==> config.mk <==
export PLATFORM = sky130hd
export DESIGN_NAME = counter_sequencer
export DESIGN_NICKNAME = d
export VERILOG_FILES = /design/src/rtl/counter_sequencer.sv
export SDC_FILE = /design/constraint.sdc
export NUM_CORES = 1
export LEC_CHECK = 0
export CAP_MARGIN = 0
export CORE_UTILIZATION = 40
export CTS_CLUSTER_DIAMETER = 40
export CTS_CLUSTER_SIZE = 24
export DETAILED_ROUTE_END_ITERATION = 12
export PLACE_DENSITY_LB_ADDON = 0.05
export REMOVE_ABC_BUFFERS = 1
export SETUP_SLACK_MARGIN = 0.3
export SLEW_MARGIN = 20
export SYNTH_ARGS = -nofsm -noshare
export SYNTH_HDL_FRONTEND = slang
export SYNTH_SLANG_ARGS = --single-unit
==> constraint.sdc <==
create_clock -name clk_in -period 2.21 [get_ports clk_in]
set_input_delay 0.5525 -clock clk_in [delete_from_list [all_inputs] [get_ports clk_in]]
set_output_delay 0.5525 -clock clk_in [all_outputs]
set_load 0.01 [all_outputs]
==> src/rtl/counter_sequencer.sv <==
// Command-driven period counter: runs `reps` periods of `limit` ticks, up or down,
// with pause/resume/abort control and single-cycle carry/done/error pulses.
module counter_sequencer #(
    parameter int unsigned WIDTH = 8
) (
    input  logic             clk_in,
    input  logic             rst_n_in,
    input  logic             tick_in,
    input  logic             cmd_valid,
    output logic             cmd_ready,
    input  logic [1:0]       cmd_op,
    input  logic [WIDTH-1:0] limit,
    input  logic [WIDTH-1:0] reps,
    input  logic             dir,
    output logic [WIDTH-1:0] count_out,
    output logic [WIDTH-1:0] rep_out,
    output logic             carry_out,
    output logic             done_out,
    output logic             err_out,
    output logic             busy_out
);

    localparam logic [1:0] OpStart  = 2'b00;
    localparam logic [1:0] OpPause  = 2'b01;
    localparam logic [1:0] OpResume = 2'b10;
    localparam logic [1:0] OpAbort  = 2'b11;

    localparam logic [WIDTH-1:0] One = WIDTH'(1);

    typedef enum logic [1:0] {StIdle, StRun, StPause} state_t;

    state_t           state_q;
    logic             busy_q;
    logic [WIDTH-1:0] count_q;
    logic [WIDTH-1:0] rep_q;
    logic [WIDTH-1:0] limit_q;
    logic [WIDTH-1:0] reps_q;
    logic             dir_q;
    logic             carry_q;
    logic             done_q;
    logic             err_q;

    logic             tick_ok;
    logic             wrap;
    logic             final_wrap;
    logic [WIDTH-1:0] next_count;
    logic [WIDTH-1:0] rep_inc;

    // Every command is accepted in a single cycle, in every state.
    assign cmd_ready = 1'b1;

    always_comb begin
        // A PAUSE arriving with a tick discards that tick.
        tick_ok    = tick_in && !(cmd_valid && (cmd_op == OpPause));
        wrap       = dir_q ? (count_q == '0) : (count_q == limit_q - One);
        rep_inc    = rep_q + One;
        final_wrap = wrap && (rep_inc == reps_q);
        if (wrap) begin
            next_count = dir_q ? limit_q - One : '0;
        end else begin
            next_count = dir_q ? count_q - One : count_q + One;
        end
    end

    always_ff @(posedge clk_in or negedge rst_n_in) begin
        if (!rst_n_in) begin
            state_q <= StIdle;
            busy_q  <= 1'b0;
            count_q <= '0;
            rep_q   <= '0;
            limit_q <= '0;
            reps_q  <= '0;
            dir_q   <= 1'b0;
            carry_q <= 1'b0;
            done_q  <= 1'b0;
            err_q   <= 1'b0;
        end else begin
            carry_q <= 1'b0;
            done_q  <= 1'b0;
            err_q   <= 1'b0;
            unique case (state_q)
                StIdle: begin
                    if (cmd_valid && (cmd_op == OpStart)) begin
                        if ((limit == '0) || (reps == '0)) begin
                            err_q <= 1'b1;
                        end else begin
                            limit_q <= limit;
                            reps_q  <= reps;
                            dir_q   <= dir;
                            count_q <= dir ? limit - One : '0;
                            rep_q   <= '0;
                            state_q <= StRun;
                            busy_q  <= 1'b1;
                        end
                    end
                end
                StRun: begin
                    if (tick_ok) begin
                        count_q <= next_count;
                        if (wrap) begin
                            carry_q <= 1'b1;
                            rep_q   <= rep_inc;
                        end
                        if (final_wrap) begin
                            done_q  <= 1'b1;
                            state_q <= StIdle;
                            busy_q  <= 1'b0;
                        end
                    end
                    // Commands land after the wrap; later assignments take precedence.
                    if (cmd_valid) begin
                        unique case (cmd_op)
                            OpStart: err_q <= 1'b1;
                            OpPause: begin
                                state_q <= StPause;
                                busy_q  <= 1'b1;
                            end
                            OpAbort: begin
                                state_q <= StIdle;
                                busy_q  <= 1'b0;
                                count_q <= '0;
                                rep_q   <= '0;
                            end
                            default: ;
                        endcase
                    end
                end
                StPause: begin
                    if (cmd_valid) begin
                        unique case (cmd_op)
                            OpStart:  err_q <= 1'b1;
                            OpResume: state_q <= StRun;
                            OpAbort: begin
                                state_q <= StIdle;
                                busy_q  <= 1'b0;
                                count_q <= '0;
                                rep_q   <= '0;
                            end
                            default: ;
                        endcase
                    end
                end
                default: begin
                    state_q <= StIdle;
                    busy_q  <= 1'b0;
                end
            endcase
        end
    end

    assign count_out = count_q;
    assign rep_out   = rep_q;
    assign carry_out = carry_q;
    assign done_out  = done_q;
    assign err_out   = err_q;
    assign busy_out  = busy_q;

endmodule

==> impl_metrics.env <==
export IMPL_port_buffers=42
export IMPL_viasPerCell=5.34
export IMPL_critical_path_max_stage_delay_ps=410
export IMPL_antenna_found_initial=0
export IMPL_dpl_cell_area_um2=4280
export IMPL_clock_latency_ps=300
export IMPL_rsz0062_at_grt="true"
export IMPL_synth_area_um2=3080
export IMPL_met1_usage=0.332
export IMPL_regToRegStartpoint="limit_q[0]"
export IMPL_async_flop_share=1.00
export IMPL_grt_pass1_wl_mm=15.8
export IMPL_die_w_um=89.7
export IMPL_top_usage_layer="met2"
export IMPL_grt_max_degree=21
export IMPL_dp_final_hpwl_mm=6.89
export IMPL_wl_mm=9.44
export IMPL_synth_top_area_share=0.317
export IMPL_utilization=0.673
export IMPL_initial_core_util=0.420
export IMPL_antenna_cells=0
export IMPL_rows=31
export IMPL_die_h_um=89.7
export IMPL_use_met3=0.0313
export IMPL_layout_drive_gt1_share=0.411
export IMPL_reg2reg_depth=9
export IMPL_crit_chain="or3_4 -> or3_4 -> mux2i_2 -> buf_4 -> o211ai_1 -> o21ai_2 -> buf_4 -> and3_4 -> and2_1"
export IMPL_design_area_um2=4930
export IMPL_yosysWarnings=0
export IMPL_syn_area_per_cell_um2=8.64
export IMPL_finalPower_uw=6110
export IMPL_cts_tree="built"
export IMPL_ys_seq_area_frac=0.317
export IMPL_start_kind="register"
export IMPL_slew_headroom=0.639
export IMPL_nNetsFinal=538
export IMPL_finalSetupViolCount=21
export IMPL_hold_viol=0
export IMPL_first_global_vias=3262
export IMPL_clock_path_buffers=2
export IMPL_period_share=1.09
export IMPL_globalRouteMet2Util=0.400
export IMPL_grt_usage=0.242
export IMPL_reg2reg_setup_slack_ps=-190
export IMPL_period_needed_ps=2400
export IMPL_max_freq_mhz=416
export IMPL_cts_sinks=39
export IMPL_status="finished, violations left"
export IMPL_synth_cell_type_count=59
export IMPL_crit_path_top_delay_cell="or3_4"
export IMPL_drtIter0Drc=144
export IMPL_cp_startpoint="limit_q[0]"
export IMPL_ant_nets=0
export IMPL_routedWlPerCell_um=15.7
export IMPL_clockRootBuffer="clkbuf_8"
export IMPL_holdWs_ps=229
export IMPL_cts_made_buffers=5
export IMPL_path_clk_slew_ps=80
export IMPL_synth_edff_count=0
export IMPL_critPathKind="reg -> reg"
export IMPL_ys_ff_latch=39
export IMPL_rr_endpoint="done_out"
export IMPL_arrival_ps=2640
export IMPL_worst_pin_slew_ps=541
export IMPL_cp_max_fo=5
export IMPL_synth_area_leaders="dfrtp_1, xnor2_1, mux2_2, ha_1, nor2_1"
export IMPL_die_area_um2=8050
export IMPL_violations="setup timing"
export IMPL_drc=0
export IMPL_grt_overflow=0
export IMPL_finalClockSkew_ps=8.12
export IMPL_powerDensity_nw_per_um2=1240
export IMPL_drtPass1Iterations=5
export IMPL_hold_buffers=0
export IMPL_cp_data_required_time_ps=2450
export IMPL_vdd_drop_max_uv=734
export IMPL_vias=3203
export IMPL_area_delta_synth_final_pct=60.3
export IMPL_h_tree_depth=2
export IMPL_setup_worst_path_end="done_out"
export IMPL_dp_cells=579
export IMPL_fin_cells=600
export IMPL_ios=44
export IMPL_worst_slack_ps=-194
export IMPL_min_path_type="in -> async"
export IMPL_yosys_area_top_type="dfrtp_1"
export IMPL_fp_coreArea_um2=7330
export IMPL_maxCapViolCount=0
export IMPL_endpoint_kind="register"
export IMPL_drv_slew=0
export IMPL_synth_cells=356
export IMPL_synth_main_ff_cell="dfrtp_1"
export IMPL_place_gp_congestion=0.867
export IMPL_static_leakage_power_uw=0.00230
[placed cells by master (no fill, tap or decap), types with 8 or more instances in the layout]
cell | Yosys | routed
a21oi_1 | 18 | 18
xor2_1 | 8 | 8
nand3_1 | 18 | 13
dfrtp_1 | 39 | 36
dlygate4sd2_1 | 0 | 15
buf_4 | 1 | 94
clkdlybuf4s50_1 | 0 | 10
nor2_1 | 35 | 33
ha_1 | 14 | 11
mux2_4 | 0 | 16
xnor2_1 | 23 | 22
nand2_1 | 29 | 25
nor3_1 | 8 | 8
buf_6 | 1 | 14
inv_1 | 10 | 8
[power by group]
group | internal, uW | leakage (uW) | switching [uW] | total [uW]
clock | 220 | 0.0000402 | 290 | 510
combinational | 2270 | 0.00177 | 2100 | 4370
sequential | 970 | 0.000496 | 262 | 1230
total | 3460 | 0.00230 | 2650 | 6110
[kinds of logic (layout without fill, tap and decap cells)]
family          after synthesis  count (layout)  share of synthesized area
simple gates                140             140                      0.234
compound gates               85              85                      0.188
flops                        39              39                      0.317
xor+xnor                     31              31                     0.0882
buf+inv                      25             170                     0.0358
mux                          20              20                     0.0716
fa+ha+maj                    15              15                     0.0634
other cells                   1               1                    0.00122
[routing by layer]
layer  part of all wire  vias up
met5                  0        -
met4              0.011        0
met3              0.039       10
met2               0.47       77
met1               0.48     1534
li1                   -     1582
[repair_timing]
item / in CTS / in global routing
resized for setup: 91 / 74
buffers inserted: 11 / 1
cloned: 1 / 0
hold endpoints to repair: 0 / 0
endpoints found under the setup margin: 47 / 42
pin swaps: 28 / 13
[synth_stat cells, drive strengths merged (3+ instances only)]
| cell | number |
|---|---|
| nor3b | 4 |
| clkbuf | 9 |
| o21ai | 15 |
| a21oi | 18 |
| a21o | 5 |
| xnor2 | 23 |
| o211ai | 4 |
| xor2 | 8 |
| and3 | 4 |
| nand2b | 7 |
| and2 | 3 |
| nand4 | 3 |
| nor2b | 4 |
| o22ai | 6 |
| buf | 6 |
| or4 | 4 |
| o21a | 4 |
| mux2 | 16 |
| a2111oi | 3 |
| nand2 | 29 |
| mux2i | 4 |
| or2 | 3 |
| nor3 | 8 |
| dfrtp | 39 |
| nor2 | 35 |
| inv | 10 |
| a31oi | 11 |
| nor4 | 5 |
| nand3 | 18 |
| ha | 14 |
| or3 | 5 |
| o31ai | 5 |
[cell type report]
type,count,area [um2]
Inverter,10,37.5
Timing Repair Buffer,152,1280
Multi-Input combinational cell,292,2420
Clock buffer,5,68.8
Tap cell,99,124
Sequential cell,39,980
Clock inverter,3,20.0
Fill cell,599,2400
[worst min path at each step]
stage                        end
global placement      limit_q[1]
finish              count_out[6]
global route          limit_q[0]
floorplan               busy_out
detailed placement    limit_q[1]
CTS                 count_out[0]
[worst max-delay path: cells and delay by family, from the launching register on]
family	cells	cell delay, ps
AND/OR/NAND/NOR	4	1070
buffers and inverters	2	300
flip-flops	1	400
AO/OA/AOI/OAI	2	370
multiplexers	1	210
[sequential cells by signal, summed over array words and instances (netlist names)]
name	flops
count_out	8
limit_q	8
rep_out	8
reps_q	8
state_q	2
busy_out	1
carry_out	1
dir_q	1
done_out	1
err_out	1
[stage by stage]
stage | setup WS (ps) | setup TNS, ps
finish | -194 | -2300
floorplan | -598 | -8930
global route | -265 | -4160
global placement | -604 | -14340
CTS | -164 | -1960
detailed placement | -669 | -15040
(Power assumes the default switching activity.)
